--- config.mk ---
export PLATFORM = sky130hd
export DESIGN_NAME = cflog_ctrl
export DESIGN_NICKNAME = d
export VERILOG_FILES = /design/src/rtl/cflog_pkg.sv /design/src/rtl/cflog_ctrl.sv
export SDC_FILE = /design/constraint.sdc
export NUM_CORES = 1
export LEC_CHECK = 0
export ABC_CLOCK_PERIOD_IN_PS = 3840
export CORE_UTILIZATION = 45
export CTS_BUF_LIST = sky130_fd_sc_hd__clkbuf_4 sky130_fd_sc_hd__clkbuf_8
export CTS_CLUSTER_SIZE = 30
export DETAILED_ROUTE_END_ITERATION = 10
export PLACE_DENSITY = 0.89
export SYNTH_ARGS = -nofsm -noshare
export SYNTH_HDL_FRONTEND = slang
export SYNTH_SLANG_ARGS = --single-unit
--- constraint.sdc ---
create_clock -name clk -period 3.84 [get_ports clk]
set_clock_uncertainty 0.15 [all_clocks]
set_input_delay 0.384 -clock clk [delete_from_list [all_inputs] [get_ports clk]]
set_output_delay 0.384 -clock clk [all_outputs]
set_load 0.05 [all_outputs]
--- src/rtl/cflog_pkg.sv ---
// Shared definitions for the control-flow log controller: entry layout,
// FSM state encoding and the entry packing helper.
package cflog_pkg;

    localparam int ENTRY_W = 37;
    localparam int DST_LSB = 0;
    localparam int SRC_LSB = 16;
    localparam int FLG_LSB = 32;

    typedef enum logic [1:0] {
        ST_IDLE       = 2'd0,
        ST_RD_ISSUE   = 2'd1,
        ST_RD_CAPTURE = 2'd2,
        ST_CLEAR      = 2'd3
    } cflog_state_e;

    function automatic logic [ENTRY_W-1:0] pack_entry(input logic [4:0]  flags,
                                                      input logic [15:0] src,
                                                      input logic [15:0] dst);
        logic [ENTRY_W-1:0] e;
        e = '0;
        e[FLG_LSB +: 5]  = flags;
        e[SRC_LSB +: 16] = src;
        e[DST_LSB +: 16] = dst;
        return e;
    endfunction

endpackage

--- src/rtl/cflog_ctrl.sv ---
// Control-flow log controller: stages trace events into a no-wrap circular log
// RAM and drains it oldest-first through a three-state read sequence.
module cflog_ctrl
    import cflog_pkg::*;
#(
    parameter int ADDR_WIDTH = 8,
    parameter int DATA_WIDTH = 37,
    parameter int LOG_DEPTH  = 64
) (
    input  logic                  clk,
    input  logic                  rst_n,
    input  logic                  evt_valid,
    input  logic [15:0]           evt_src,
    input  logic [15:0]           evt_dst,
    input  logic [4:0]            evt_flags,
    input  logic                  clr_req,
    input  logic                  rd_req,
    output logic                  rd_valid,
    output logic [DATA_WIDTH-1:0] rd_entry,
    output logic [ADDR_WIDTH:0]   log_count,
    output logic                  log_empty,
    output logic                  log_full,
    output logic                  overflow,
    output logic                  busy,
    output logic                  ram_clr,
    output logic                  ram_we,
    output logic [ADDR_WIDTH-1:0] ram_wr_addr,
    output logic [DATA_WIDTH-1:0] ram_wr_data,
    output logic                  ram_re,
    output logic [ADDR_WIDTH-1:0] ram_rd_addr,
    input  logic [DATA_WIDTH-1:0] ram_rd_data,
    output logic [1:0]            dbg_state_o
);

    localparam int CW = ADDR_WIDTH + 1;

    // Handshake: evt_valid is a one-cycle strobe with no back-pressure (drops are
    // flagged by overflow); rd_req is a level, each accepted pop answers with a
    // one-cycle rd_valid pulse and rd_entry holds until the next pop.
    cflog_state_e          state_q;
    logic [ADDR_WIDTH-1:0] head_q, tail_q;
    logic [CW-1:0]         count_q;
    logic                  stage_vld_q;
    logic [DATA_WIDTH-1:0] stage_entry_q;
    logic [ADDR_WIDTH-1:0] stage_addr_q;
    logic                  ovf_q;
    logic                  rd_valid_q;
    logic [DATA_WIDTH-1:0] rd_entry_q;

    logic stage_we, pop, full_eff, evt_accept, evt_drop;

    function automatic logic [ADDR_WIDTH-1:0] next_ptr(input logic [ADDR_WIDTH-1:0] p);
        return (p == ADDR_WIDTH'(LOG_DEPTH - 1)) ? '0 : p + ADDR_WIDTH'(1);
    endfunction

    assign stage_we = stage_vld_q && (state_q != ST_RD_CAPTURE);
    assign pop      = (state_q == ST_RD_CAPTURE);
    // The in-flight stage write already owns a slot, so it counts against capacity.
    assign full_eff   = (count_q + CW'(stage_we)) >= CW'(LOG_DEPTH);
    assign evt_accept = evt_valid && (!stage_vld_q || stage_we) && !full_eff;
    assign evt_drop   = evt_valid && !evt_accept;

    always_ff @(posedge clk) begin
        if (!rst_n) begin
            state_q       <= ST_IDLE;
            head_q        <= '0;
            tail_q        <= '0;
            count_q       <= '0;
            stage_vld_q   <= 1'b0;
            stage_entry_q <= '0;
            stage_addr_q  <= '0;
            ovf_q         <= 1'b0;
            rd_valid_q    <= 1'b0;
            rd_entry_q    <= '0;
        end else if (clr_req) begin
            state_q     <= ST_CLEAR;
            head_q      <= '0;
            tail_q      <= '0;
            count_q     <= '0;
            stage_vld_q <= 1'b0;
            ovf_q       <= 1'b0;
            rd_valid_q  <= 1'b0;
        end else begin
            rd_valid_q <= 1'b0;
            if (stage_we) begin
                tail_q <= next_ptr(tail_q);
            end
            case ({stage_we, pop})
                2'b10:   count_q <= count_q + CW'(1);
                2'b01:   count_q <= count_q - CW'(1);
                default: count_q <= count_q;
            endcase
            if (evt_accept) begin
                stage_vld_q   <= 1'b1;
                stage_entry_q <= pack_entry(evt_flags, evt_src, evt_dst);
                stage_addr_q  <= stage_we ? next_ptr(tail_q) : tail_q;
            end else if (stage_we) begin
                stage_vld_q <= 1'b0;
            end
            if (evt_drop) begin
                ovf_q <= 1'b1;
            end
            case (state_q)
                ST_IDLE: begin
                    if (rd_req && (count_q != '0)) begin
                        state_q <= ST_RD_ISSUE;
                    end
                end
                ST_RD_ISSUE: begin
                    // A concurrent stage write wins the RAM port; retry the read.
                    if (!stage_we) begin
                        state_q <= ST_RD_CAPTURE;
                    end
                end
                ST_RD_CAPTURE: begin
                    rd_entry_q <= ram_rd_data;
                    head_q     <= next_ptr(head_q);
                    rd_valid_q <= 1'b1;
                    state_q    <= ST_IDLE;
                end
                default: state_q <= ST_IDLE;
            endcase
        end
    end

    assign rd_valid    = rd_valid_q;
    assign rd_entry    = rd_entry_q;
    assign log_count   = count_q;
    assign log_empty   = (count_q == '0);
    assign log_full    = (count_q == CW'(LOG_DEPTH));
    assign overflow    = ovf_q;
    assign busy        = (state_q != ST_IDLE) || stage_vld_q;
    assign ram_clr     = (state_q == ST_CLEAR);
    assign ram_we      = stage_we;
    assign ram_wr_addr = stage_addr_q;
    assign ram_wr_data = stage_entry_q;
    assign ram_re      = (state_q == ST_RD_ISSUE) || (state_q == ST_RD_CAPTURE);
    assign ram_rd_addr = head_q;
    assign dbg_state_o = state_q;

endmodule

# After elaboration in Yosys (flattened, before gate mapping)

Index checks and enable logic that the tools add are counted.

Flip-flop bits (word level): 112
Logic and storage cells: 61
Input port bits: 79
Output and inout bits: 109

Mux-type cells: 11
Add/sub/neg operators: 5
Eq/ne operators: 11
Bitwise operators: 2
$lt $le $gt $ge: 1
Reduce and logical (&&, ||, !) cells: 21

Operators by type and width:

| cell                | number |
|---|---|
| $mux 8              | 3 |
| $pmux 9 s2          | 1 |
| $add 8x1->8 const B | 2 |
| $eq 8x6->1 const B  | 2 |
| $add 9x1->9         | 1 |
| $add 9x1->9 const B | 1 |
| $eq 9x7->1 const B  | 1 |
| $ge 9x7->1 const B  | 1 |
| $logic_not 9->1     | 1 |
| $reduce_bool 9->1   | 1 |
| $sub 9x1->9 const B | 1 |
| $eq 2x2->1 const B  | 3 |
| $mux 2              | 3 |
| $ne 3x3->1 const B  | 2 |
| $reduce_and 2->1    | 3 |
| $reduce_bool 2->1   | 3 |
| $logic_and 1x1->1   | 5 |
| $eq 2x1->1 const B  | 2 |
| $pmux 2 s2          | 1 |
| $logic_not 1->1     | 3 |
| $logic_or 1x1->1    | 3 |
| $mux 1              | 3 |
| $logic_not 2->1     | 1 |
| $ne 2x2->1 const B  | 1 |
| 2 further kinds     | 3 |

# Longest topological paths before layout

Depth after elaboration: 8
Mapped depth: 14
Gate-level depth less buffers: 11

# Worst setup path after synthesis

OpenSTA, ideal clock, no wires.

Path type: register -> register
Start point: reg state_q[1] (netlist: dbg_state_o[1])
End point: reg stage_entry_q[2] (netlist: ram_wr_data[2])
Required time: 3.562 ns
Buffers on the path: 3
Period minus slack after synthesis: 3.590 ns
Arrival: 3.313 ns
Cell stages (with the launch flop): 14
Setup time: 0.128 ns
Setup slack: 0.250 ns
Cells stage by stage: dfxtp_1 > ha_1 > nand2b_1 > clkbuf_1 > inv_2 > ha_1 > ha_1 > and2_1 > a311oi_1 > o21ba_4 > buf_12 > buf_12 > mux2i_1 > nor2_1

Cells in the longest elaborated chain, start to end: 7
Elaborated cells on any way between the ends: 9

RTL lines:

| element                        | line              | RTL |
|---|---|---|
| from (decl)                    | cflog_ctrl.sv:40  | `cflog_state_e state_q;` |
| from (signal assigned)         | cflog_ctrl.sv:65  | `state_q <= ST_IDLE;` |
| from (signal assigned)         | cflog_ctrl.sv:76  | `state_q <= ST_CLEAR;` |
| from (signal assigned)         | cflog_ctrl.sv:106 | `state_q <= ST_RD_ISSUE;` |
| $ne 2x2->1 (*)                 | cflog_ctrl.sv:56  | `assign stage_we = stage_vld_q && (state_q != ST_RD_CAPTURE);` |
| $logic_and 1x1->1 (*)          | cflog_ctrl.sv:56  |  |
| net ram_we                     | cflog_ctrl.sv:26  | `output logic ram_we,` |
| $add 9x1->9                    | cflog_ctrl.sv:59  | `assign full_eff = (count_q + CW'(stage_we)) >= CW'(LOG_DEPTH);` |
| $ge 9x7->1                     | cflog_ctrl.sv:59  |  |
| $logic_not 1->1                | cflog_ctrl.sv:60  | `assign evt_accept = evt_valid && (!stage_vld_q \|\| stage_we) && !full_eff;` |
| $logic_and 1x1->1 (*)          | cflog_ctrl.sv:60  |  |
| $reduce_and 2->1 (no line) (*) | -                 |  |
| to (signal assigned)           | cflog_ctrl.sv:95  | `stage_entry_q <= pack_entry(evt_flags, evt_src, evt_dst);` |
| to (decl)                      | cflog_ctrl.sv:44  | `logic [DATA_WIDTH-1:0] stage_entry_q;` |

The timed path passes the listed nets; every way through them passes the cells marked *.
A chain may end at the register's enable or synchronous reset.

# Worst setup path in the final report

Start point: reg state_q[0] (netlist: dbg_state_o[0])
End point: reg stage_entry_q[9] (netlist: ram_wr_data[9])

Cells in the longest elaborated chain, start to end: 7
Elaborated cells on any way between the ends: 9

RTL lines:

| element                        | line |
|---|---|
| $ne 2x2->1 (*)                 | cflog_ctrl.sv:56 |
| $logic_and 1x1->1 (*)          | cflog_ctrl.sv:56 |
| $add 9x1->9                    | cflog_ctrl.sv:59 |
| $ge 9x7->1                     | cflog_ctrl.sv:59 |
| $logic_not 1->1                | cflog_ctrl.sv:60 |
| $logic_and 1x1->1 (*)          | cflog_ctrl.sv:60 |
| $reduce_and 2->1 (no line) (*) | - |

Every way passes the cells marked *; elsewhere a longest branch is shown, timed or not.

==> results.toml <==
[outcome]
status = "complete, no violations"

[sta]
finalCritPeriodShare_pct = 83.9
max_freq_ghz = 0.311
drv_slew = 0
maxSlewHeadroom_pct = 40.9
fin_crit_ps = 3220
rsz0062_at_grt = "no"
tightest_slew_ps = 884
hold_violations = 0
fin_tns_setup_ps = 0
setup_viol = 0

[synthesis]
async_flop_share_pct = 0
synth-edff-count = 0
yosys_warnings = 0
synth_cells = 518
ys_seq_elements = 112
yosysUniqueCellTypes = 53
synth_xor_xnor_area_share_pct = 2.40
synth_top_family_by_area = "simple AND/OR/NAND/NOR gates"
synthAdderAreaFrac_pct = 4.38
syn-num-nets = 613
syn_area_um2 = 4740
synth_mux_area_share_pct = 9.52
synth-compound-area-share_pct = 12.2
ys.flop_type = "dfxtp_1"
yosysSeqAreaShare_pct = 47.3
avgSynthCellArea_um2 = 9.16
synth-simple-area-share_pct = 19.1

[place]
gp_congestion = 0.806
dp.cells = 818
dpl.hpwl_um = 8900
io_buffers = 187

[floorplan]
die_w_um = 105
initial_core_util_pct = 46.2
core-area_um2 = 10300
rows = 37
io_pins = 188
die-area_um2 = 11000
die_h_um = 105

[detailed_routing]
wire_per_inst_um = 14.6
num_vias = 4252
drtIter0Drc = 189
wl_met2_um = 6400
wl_met1_um = 4750
wl_um = 12100
drtPass1Iterations = 5
met3_wirelength_um = 743
drc = 0
vias_per_cell = 5.10
ant_nets = 0
top_layer_used = "met4"

[worst_setup_path]
critPathLaunchType = "flop"
required_ps = 3930
endpoint_kind = "flop"
crit_type = "reg -> reg"
crit_arrival_ps = 3310
cp_max_fo = 47

[grt]
grt_pass1_vias = 4236
track_usage_pct = 22.1
grt_max_degree = 61
grt_pass1_wl_um = 19700
antenna_found_initial = 0
overflow = 0

[final_layout]
fillCellCount = 840
finalNonFillerCells = 834
layout-drive-gt1-share_pct = 6.73
n_antenna_cell = 0
layout.nets = 788
final_cell_mix = "187 x clkdlybuf4s50_1, 112 x dfxtp_1, 95 x nand2_1"
syn_to_final_growth_pct = 44.0
final_common_cell = "clkdlybuf4s50_1"

[clocking]
clkLatencyLatePin_ps = 360
post_cts_buffers = 0
numCtsBuffers = 9
clock_sinks = 112
h-tree-depth = 3
hold_buffers = 0
root_buffer = "clkbuf_8"
cts_tree = "built"
cts_max_path_buffers = 2
postCtsResizedCells = 0
clk_pin_slew_ps = 120

[flow_run]
maxCapViolCount = 0

[hold_path]
hp-class = "reg -> reg"

[power_and_ir_drop]
peakVddDrop_uv = 192
p_per_area_nw_per_um2 = 383
p_leak_nw = 2.49
-- worst paths after layout --
kind                          startpoint                          end  slack, ps  cells after the start
max          dbg_state_o[0]$_SDFFE_PN0P_  ram_wr_data[9]$_SDFFE_PN0P_        620                     12
min             rd_entry[7]$_SDFFE_PN0P_     rd_entry[7]$_SDFFE_PN0P_        310                      2
max reg2reg  dbg_state_o[0]$_SDFFE_PN0P_  ram_wr_data[9]$_SDFFE_PN0P_        620                     12
min reg2reg     rd_entry[7]$_SDFFE_PN0P_     rd_entry[7]$_SDFFE_PN0P_        310                      2
-- metal layers --
layer / vias up / GRT usage, %
met2: 140 / 40.1
met5: - / 0
met3: 18 / 5.68
li1: 2100 / -
met1: 1994 / 24.3
met4: 0 / 9.76
-- cell type report --
cell class	count	area, µm²	share of cell area [%]
repair buffers	192	1920	28.1
multi-input cells	368	2260	33.1
clock buffers	10	138	2.01
flip-flops and latches	112	2240	32.8
clock inverters	6	60.1	0.879
inverters	10	37.5	0.549
well taps	136	170	2.49
-- report_power, final --
part	switching (mW)	internal, mW
Combinational	0.402	0.266
Clock	0.423	0.269
Sequential	0.0386	1.22
-- flip-flops by register name, indices dropped and copies added (netlist names) --
name	flops
dbg_state_o	2
log_count	9
overflow	1
ram_rd_addr	8
ram_wr_addr	8
ram_wr_data	37
rd_entry	37
rd_valid	1
stage_vld_q	1
tail_q	8
-- kinds of logic (layout without fill, tap and decap cells) --
family,after synthesis,after routing
compound gates,87,87
xor+xnor,13,13
fa+ha+maj,16,16
buf+inv,38,218
flops,112,112
mux,45,45
simple gates,207,207
-- synth_stat cells, types with 8 or more instances --
cell type / number / area share (%)
dfxtp_1: 112 / 47
nand2_1: 95 / 7.5
nor2_1: 65 / 5.1
a21oi_1: 52 / 5.5
mux2i_1: 44 / 9.3
clkbuf_1: 15 / 1.2
ha_1: 15 / 4.0
inv_1: 9 / 0.71
a211oi_2: 8 / 2.1
nor2_2: 8 / 1.1
nor3_1: 8 / 0.84
-- critical path, stage by stage (launching register included) --
cell and delay, ps:
dfxtp_1 360, inv_1 90, ha_1 160, nand2b_1 280, inv_2 110, ha_1 230, ha_1 190, and2_1 160
a311oi_1 390, o21ba_4 310, buf_12 320, mux2i_1 250, nor2_1 70
-- per-stage QoR --
step	hold slack, ps	worst slack (ps)	util, %	total power [mW]	area [µm²]
floorplan	348	250	-	1.72	4740
global placement	292	807	64.5	1.93	6630
detailed placement	297	631	64.5	1.95	6630
CTS	310	636	66.5	2.64	6830
global route	333	398	66.5	2.74	6830
finish	312	619	66.5	2.61	6830
Power figures use the tool's default switching activity.
